## src/rtl/jk_bank_arbiter.sv

```systemverilog
// jk_bank_arbiter: shares a bank of WIDTH JK cells between two command
// requesters. Each accepted command becomes one cycle of J/K drive on the
// target cell, followed by a read-back of that cell's Q as a response.
//
// Optional feature macro: JK_ARB_CHECK_EN
//   When defined, adds output rsp_err, which flags a response whose Q does
//   not match the value the command should have produced.
//
// State table
//   state     | meaning
//   S_IDLE    | waiting for a request; ready asserted to the granted port
//   S_DRIVE   | registered J/K drive on the target cell for one cycle
//   S_CAPTURE | J/K released; target Q sampled into the response on exit
module jk_bank_arbiter #(
  parameter int WIDTH = 8,
  parameter int IDX_W = 3
) (
  input  logic             clk,
  input  logic             rst_n,
  input  logic             req0_valid,
  output logic             req0_ready,
  input  logic [IDX_W-1:0] req0_idx,
  input  logic [1:0]       req0_op,
  input  logic             req1_valid,
  output logic             req1_ready,
  input  logic [IDX_W-1:0] req1_idx,
  input  logic [1:0]       req1_op,
  output logic [WIDTH-1:0] jk_j,
  output logic [WIDTH-1:0] jk_k,
  input  logic [WIDTH-1:0] jk_q,
  output logic             rsp_valid,
  output logic             rsp_id,
  output logic             rsp_q
`ifdef JK_ARB_CHECK_EN
  ,
  output logic             rsp_err
`endif
);

  typedef enum logic [1:0] {
    S_IDLE    = 2'd0,
    S_DRIVE   = 2'd1,
    S_CAPTURE = 2'd2
  } state_t;

  localparam logic [1:0] OP_HOLD   = 2'b00;
  localparam logic [1:0] OP_SET    = 2'b01;
  localparam logic [1:0] OP_RESET  = 2'b10;
  localparam logic [1:0] OP_TOGGLE = 2'b11;

  state_t           r_state;
  state_t           w_state_nxt;

  logic             r_last_grant;
  logic             r_id;
  logic [IDX_W-1:0] r_idx;
  logic             r_oor;

  logic [WIDTH-1:0] r_jk_j;
  logic [WIDTH-1:0] r_jk_k;
  logic [WIDTH-1:0] w_jk_j_nxt;
  logic [WIDTH-1:0] w_jk_k_nxt;
  logic [WIDTH-1:0] w_dec_j;
  logic [WIDTH-1:0] w_dec_k;

  logic             w_grant0;
  logic             w_grant1;
  logic             w_accept;
  logic             w_acc_id;
  logic [IDX_W-1:0] w_acc_idx;
  logic [1:0]       w_acc_op;
  logic             w_acc_oor;
  logic             w_q_sel;

  logic             r_rsp_valid;
  logic             r_rsp_id;
  logic             r_rsp_q;

  // Round-robin grant, only offered while idle. last_grant=1 after reset
  // so port 0 wins the first tie.
  always_comb begin
    w_grant0 = 1'b0;
    w_grant1 = 1'b0;
    if (r_state == S_IDLE) begin
      if (req0_valid && (!req1_valid || r_last_grant)) begin
        w_grant0 = 1'b1;
      end else if (req1_valid) begin
        w_grant1 = 1'b1;
      end
    end
  end

  assign w_accept   = w_grant0 | w_grant1;
  assign w_acc_id   = w_grant1;
  assign w_acc_idx  = w_grant1 ? req1_idx : req0_idx;
  assign w_acc_op   = w_grant1 ? req1_op  : req0_op;
  assign w_acc_oor  = (int'(w_acc_idx) >= WIDTH);
  assign req0_ready = w_grant0;
  assign req1_ready = w_grant1;

  // One-hot op decode for the accepted command; an out-of-range index
  // matches no bit, so such a command degenerates to hold.
  always_comb begin
    w_dec_j = '0;
    w_dec_k = '0;
    for (int i = 0; i < WIDTH; i++) begin
      if (w_acc_idx == IDX_W'(i)) begin
        w_dec_j[i] = w_acc_op[0];
        w_dec_k[i] = w_acc_op[1];
      end
    end
  end

  // Q of the latched target cell; out-of-range targets read as 0.
  always_comb begin
    w_q_sel = 1'b0;
    for (int i = 0; i < WIDTH; i++) begin
      if (!r_oor && (r_idx == IDX_W'(i))) begin
        w_q_sel = jk_q[i];
      end
    end
  end

  // Next-state and next J/K drive; J/K are nonzero only for the DRIVE cycle.
  always_comb begin
    w_state_nxt = r_state;
    w_jk_j_nxt  = '0;
    w_jk_k_nxt  = '0;
    case (r_state)
      S_IDLE: begin
        if (w_accept) begin
          w_state_nxt = S_DRIVE;
          w_jk_j_nxt  = w_dec_j;
          w_jk_k_nxt  = w_dec_k;
        end
      end
      S_DRIVE:   w_state_nxt = S_CAPTURE;
      S_CAPTURE: w_state_nxt = S_IDLE;
      default:   w_state_nxt = S_IDLE;
    endcase
  end

  // State register and registered J/K drive.
  always_ff @(posedge clk or negedge rst_n) begin
    if (!rst_n) begin
      r_state <= S_IDLE;
      r_jk_j  <= '0;
      r_jk_k  <= '0;
    end else begin
      r_state <= w_state_nxt;
      r_jk_j  <= w_jk_j_nxt;
      r_jk_k  <= w_jk_k_nxt;
    end
  end

  // Latch the accepted command and remember who was granted.
  always_ff @(posedge clk or negedge rst_n) begin
    if (!rst_n) begin
      r_last_grant <= 1'b1;
      r_id         <= 1'b0;
      r_idx        <= '0;
      r_oor        <= 1'b0;
    end else if (w_accept) begin
      r_last_grant <= w_acc_id;
      r_id         <= w_acc_id;
      r_idx        <= w_acc_idx;
      r_oor        <= w_acc_oor;
    end
  end

  // Response: sampled on the CAPTURE exit edge, valid for one cycle.
  always_ff @(posedge clk or negedge rst_n) begin
    if (!rst_n) begin
      r_rsp_valid <= 1'b0;
      r_rsp_id    <= 1'b0;
      r_rsp_q     <= 1'b0;
    end else begin
      r_rsp_valid <= (r_state == S_CAPTURE);
      if (r_state == S_CAPTURE) begin
        r_rsp_id <= r_id;
        r_rsp_q  <= w_q_sel;
      end
    end
  end

  assign jk_j      = r_jk_j;
  assign jk_k      = r_jk_k;
  assign rsp_valid = r_rsp_valid;
  assign rsp_id    = r_rsp_id;
  assign rsp_q     = r_rsp_q;

`ifdef JK_ARB_CHECK_EN
  logic       r_pre;
  logic [1:0] r_op;
  logic       w_pre_sel;
  logic       w_exp_q;
  logic       r_rsp_err;

  // Pre-command Q of the target being accepted.
  always_comb begin
    w_pre_sel = 1'b0;
    for (int i = 0; i < WIDTH; i++) begin
      if (w_acc_idx == IDX_W'(i)) begin
        w_pre_sel = jk_q[i];
      end
    end
  end

  // Value the cell should hold once the command has been applied.
  always_comb begin
    w_exp_q = r_pre;
    case (r_op)
      OP_HOLD:   w_exp_q = r_pre;
      OP_SET:    w_exp_q = 1'b1;
      OP_RESET:  w_exp_q = 1'b0;
      OP_TOGGLE: w_exp_q = ~r_pre;
      default:   w_exp_q = r_pre;
    endcase
  end

  // Latch pre-value and effective op; out-of-range commands act as hold.
  always_ff @(posedge clk or negedge rst_n) begin
    if (!rst_n) begin
      r_pre <= 1'b0;
      r_op  <= OP_HOLD;
    end else if (w_accept) begin
      r_pre <= w_pre_sel;
      r_op  <= w_acc_oor ? OP_HOLD : w_acc_op;
    end
  end

  // Error flag travels with rsp_valid; never raised for out-of-range targets.
  always_ff @(posedge clk or negedge rst_n) begin
    if (!rst_n) begin
      r_rsp_err <= 1'b0;
    end else if (r_state == S_CAPTURE) begin
      r_rsp_err <= !r_oor && (w_q_sel != w_exp_q);
    end else begin
      r_rsp_err <= 1'b0;
    end
  end

  assign rsp_err = r_rsp_err;
`endif

endmodule
```

## config.mk

```make
export PLATFORM = sky130hd
export DESIGN_NAME = jk_bank_arbiter
export DESIGN_NICKNAME = d
export VERILOG_FILES = /design/src/rtl/jk_bank_arbiter.sv
export SDC_FILE = /design/constraint.sdc
export NUM_CORES = 1
export LEC_CHECK = 0
export ABC_AREA = 1
export BUFFER_PORTS_ARGS = -buffer_cell sky130_fd_sc_hd__clkbuf_2
export CORE_ASPECT_RATIO = 1.2
export CORE_UTILIZATION = 40
export CTS_CLUSTER_SIZE = 16
export DETAILED_ROUTE_END_ITERATION = 8
export PLACE_DENSITY = 0.67
export SYNTH_ARGS = -nofsm -noshare
export SYNTH_HDL_FRONTEND = slang
export SYNTH_SLANG_ARGS = --single-unit
```

## constraint.sdc

```tcl
create_clock -name clk -period 1.7 [get_ports clk]
set_input_delay 0.085 -clock clk [delete_from_list [all_inputs] [get_ports clk]]
set_output_delay 0.085 -clock clk [all_outputs]
set_load 0.005 [all_outputs]
```

==> out/qor.txt <==
post_cts resized: 0
Final Setup Violations: 0
fmax: 0.681 GHz
DR vias/cell: 4.72
Leak: 0.846 nW
Total Die Area: 3110 sq um
hold slack: 0.153 ns
port bufs: 42
vias post-DR: 1005
Top Ports: 43
Clock Tree Root: clkbuf_4
Worst Hold Class: in2reg
hold buffers post-CTS: 1
# Max-Cap Violations: 0
setup bufs post-CTS: 0
area delta synth->final: 27.3%
power consumption: 0.00200 W
Crit path largest cell delay: 0.45 ns
Worst Skew: 0.00511 ns
first-pass GRT wire length: 3.76 mm
CTS clk-pin slew, worst paths: 0.13 ns
Yosys cell types: 17
number of synthesized register bits: 26
Final min period: 1.47 ns
worst vdd ir: 0.751 mV
TritonCTS buffer count: 3
initial antenna violation count: 0
cell family with most CP delay: flip-flops
# rows: 21
unrepaired setup endpoints after global routing: false
Total Routing Usage GR: 16.3%
crit path capture type: output pin
CP max FO: 10
status: completed
Pre-antenna DRT Iters: 4
Primary FF master, synth: dfrtp_1
H-tree depth: 1
CP required: 1.62 ns
ant diodes: 0
post-detail-place hpwl: 1.84 mm
DRC viols: 0
Final Wtd Congestion: 0.794
Starting Density: 41.9%
Die Y: 60.9 um
largest cells by area after synthesis: dfrtp_1 54%, nand2_1 10%, nor2_1 7.1%
CTS Buffer Depth: 2
core footprint: 2760 sq um
clk_lat worst skew: 0.31 ns
final net count: 202
top-count cell post-synth: nand2_1
DP Cell Count: 208
CTS tree: done
final non-filler cell total: 213
Chip Width: 51.1 um
Synth Net Count: 154
CP Cell Sequence: nor2_4 > nand2_4 > inv_2 > clkbuf_2
DRT iter0 DRCs: 27
largest net degree at the start of global routing: 27
crit path DAT: 1.38 ns
Final Util: 53.3%
worst-margin pin slew: 0.594 ns
register area: 652 sq um
Final Hold Fails: 0
CTS sink count: 26
mean post-synth cell area: 8.76 sq um
Slew HR: 60.4%
commonest cells in the netlist: 32 x nand2_1, 25 x dfrtp_1, 22 x nor2_1, 19 x inv_1, 14 x nand3_1
Synth Cell Area: 1160 sq um
Period Utilization, post-route: 86.4%
Slew Limit Fails: 0
Synthesis Warnings: 0
sequential fraction of the synthesis area: 56.4%
total wire length: 2.25 mm
number of synthesized flops with an enable pin: 0
Critical Setup Path Class: reg2out
top cell type by total area after synthesis: dfrtp_1
Final TNS setup: 0 ns
pwr dens: 1360 nW/um^2
vias in the first global route: 916
crit path max-delay cell type: dfrtp_1
Synth Instances: 132
DR WL/cell: 10.6 um
critical path launch point type: register
fraction of registers with async set/reset: 100%
Fillers: 267
area share of the largest cell type after synthesis: 54.1%
post-route ant nets: 0
area of the multi-input gates: 429 sq um
layout cell share with drive strength beyond 1: 31.3%
CP bufs+invs: 2
total grt overflow: 0
==> placed cells by master, fill, tap and decap left out, drive strengths merged <==
cell,Yosys,final
dfstp,1,1
clkbuf,0,45
nand2,35,35
nand3b,1,1
a21oi,4,4
nor2,23,23
nand3,16,16
dlygate4sd3,0,1
inv,20,20
dfrtp,25,25
o21ai,5,5
mux2,1,1
nand4,1,1
bufinv,0,1
==> path summary, 6_finish.rpt <==
path	startpoint	end	slack (ns)	cells after the start
min reg2reg	r_id	r_id	0.50	2
max in group asynchronous	rst_n	rsp_valid	1.00	2
max reg2reg	r_last_grant	jk_j[7]	0.36	6
min in group asynchronous	rst_n	jk_j[3]	0.31	2
max	r_state[0]	req1_ready	0.23	4
min	req1_op[1]	jk_k[1]	0.15	5
==> state kept, by name, indices dropped and copies added (netlist names) <==
signal	count
jk_j	8
rsp_id	1
r_last_grant	1
r_id	1
rsp_valid	1
jk_k	8
r_state	2
r_idx	3
rsp_q	1
==> worst reg2reg max path, delay by kind of cell, from the launching register on <==
kind	cells	cell delay, ns
DFF	1	0.59
AOI/OAI and AO/OA	1	0.09
and+or+nand+nor	5	0.60
==> power by group <==
part           switching (W)  total [W]  internal [W]
Sequential         0.0000962   0.000866      0.000769
Clock               0.000172   0.000411      0.000238
Combinational       0.000464   0.000725      0.000261
Total               0.000733    0.00200       0.00127
==> stage by stage <==
| step | area (sq um) | worst slack (ns) |
|---|---|---|
| 3_3_place_gp | 1410 | 0.373 |
| 5_1_grt | 1470 | 0.115 |
| 2_1_floorplan | 1160 | 0.520 |
| 4_1_cts | 1470 | 0.205 |
| 3_5_place_dp | 1410 | 0.354 |
| 6_report | 1470 | 0.231 |
==> cell families (layout without fill, tap and decap cells) <==
logic type / after synthesis / count (layout) / synth area share, %
buf+inv: 20 / 67 / 6.49
simple gates: 76 / 76 / 31.3
flops: 26 / 26 / 56.4
compound gates: 9 / 9 / 4.87
mux: 1 / 1 / 0.974
==> final cells by class <==
cell class / count / area share [%]
Sequential cell: 26 / 44.3
Multi-Input combinational cell: 86 / 29.2
Timing Repair Buffer: 43 / 15.0
Inverter: 20 / 5.10
Tap cell: 34 / 2.89
Clock inverter: 1 / 2.04
Clock buffer: 3 / 1.53
==> layer usage <==
metal	part of all wire [%]	GRT usage, %
met1	41	20.3
met2	52	28.2
met3	6.3	1.00
met4	1.0	9.13
met5	0	0
Note: power is estimated with default switching activity, not from simulation.
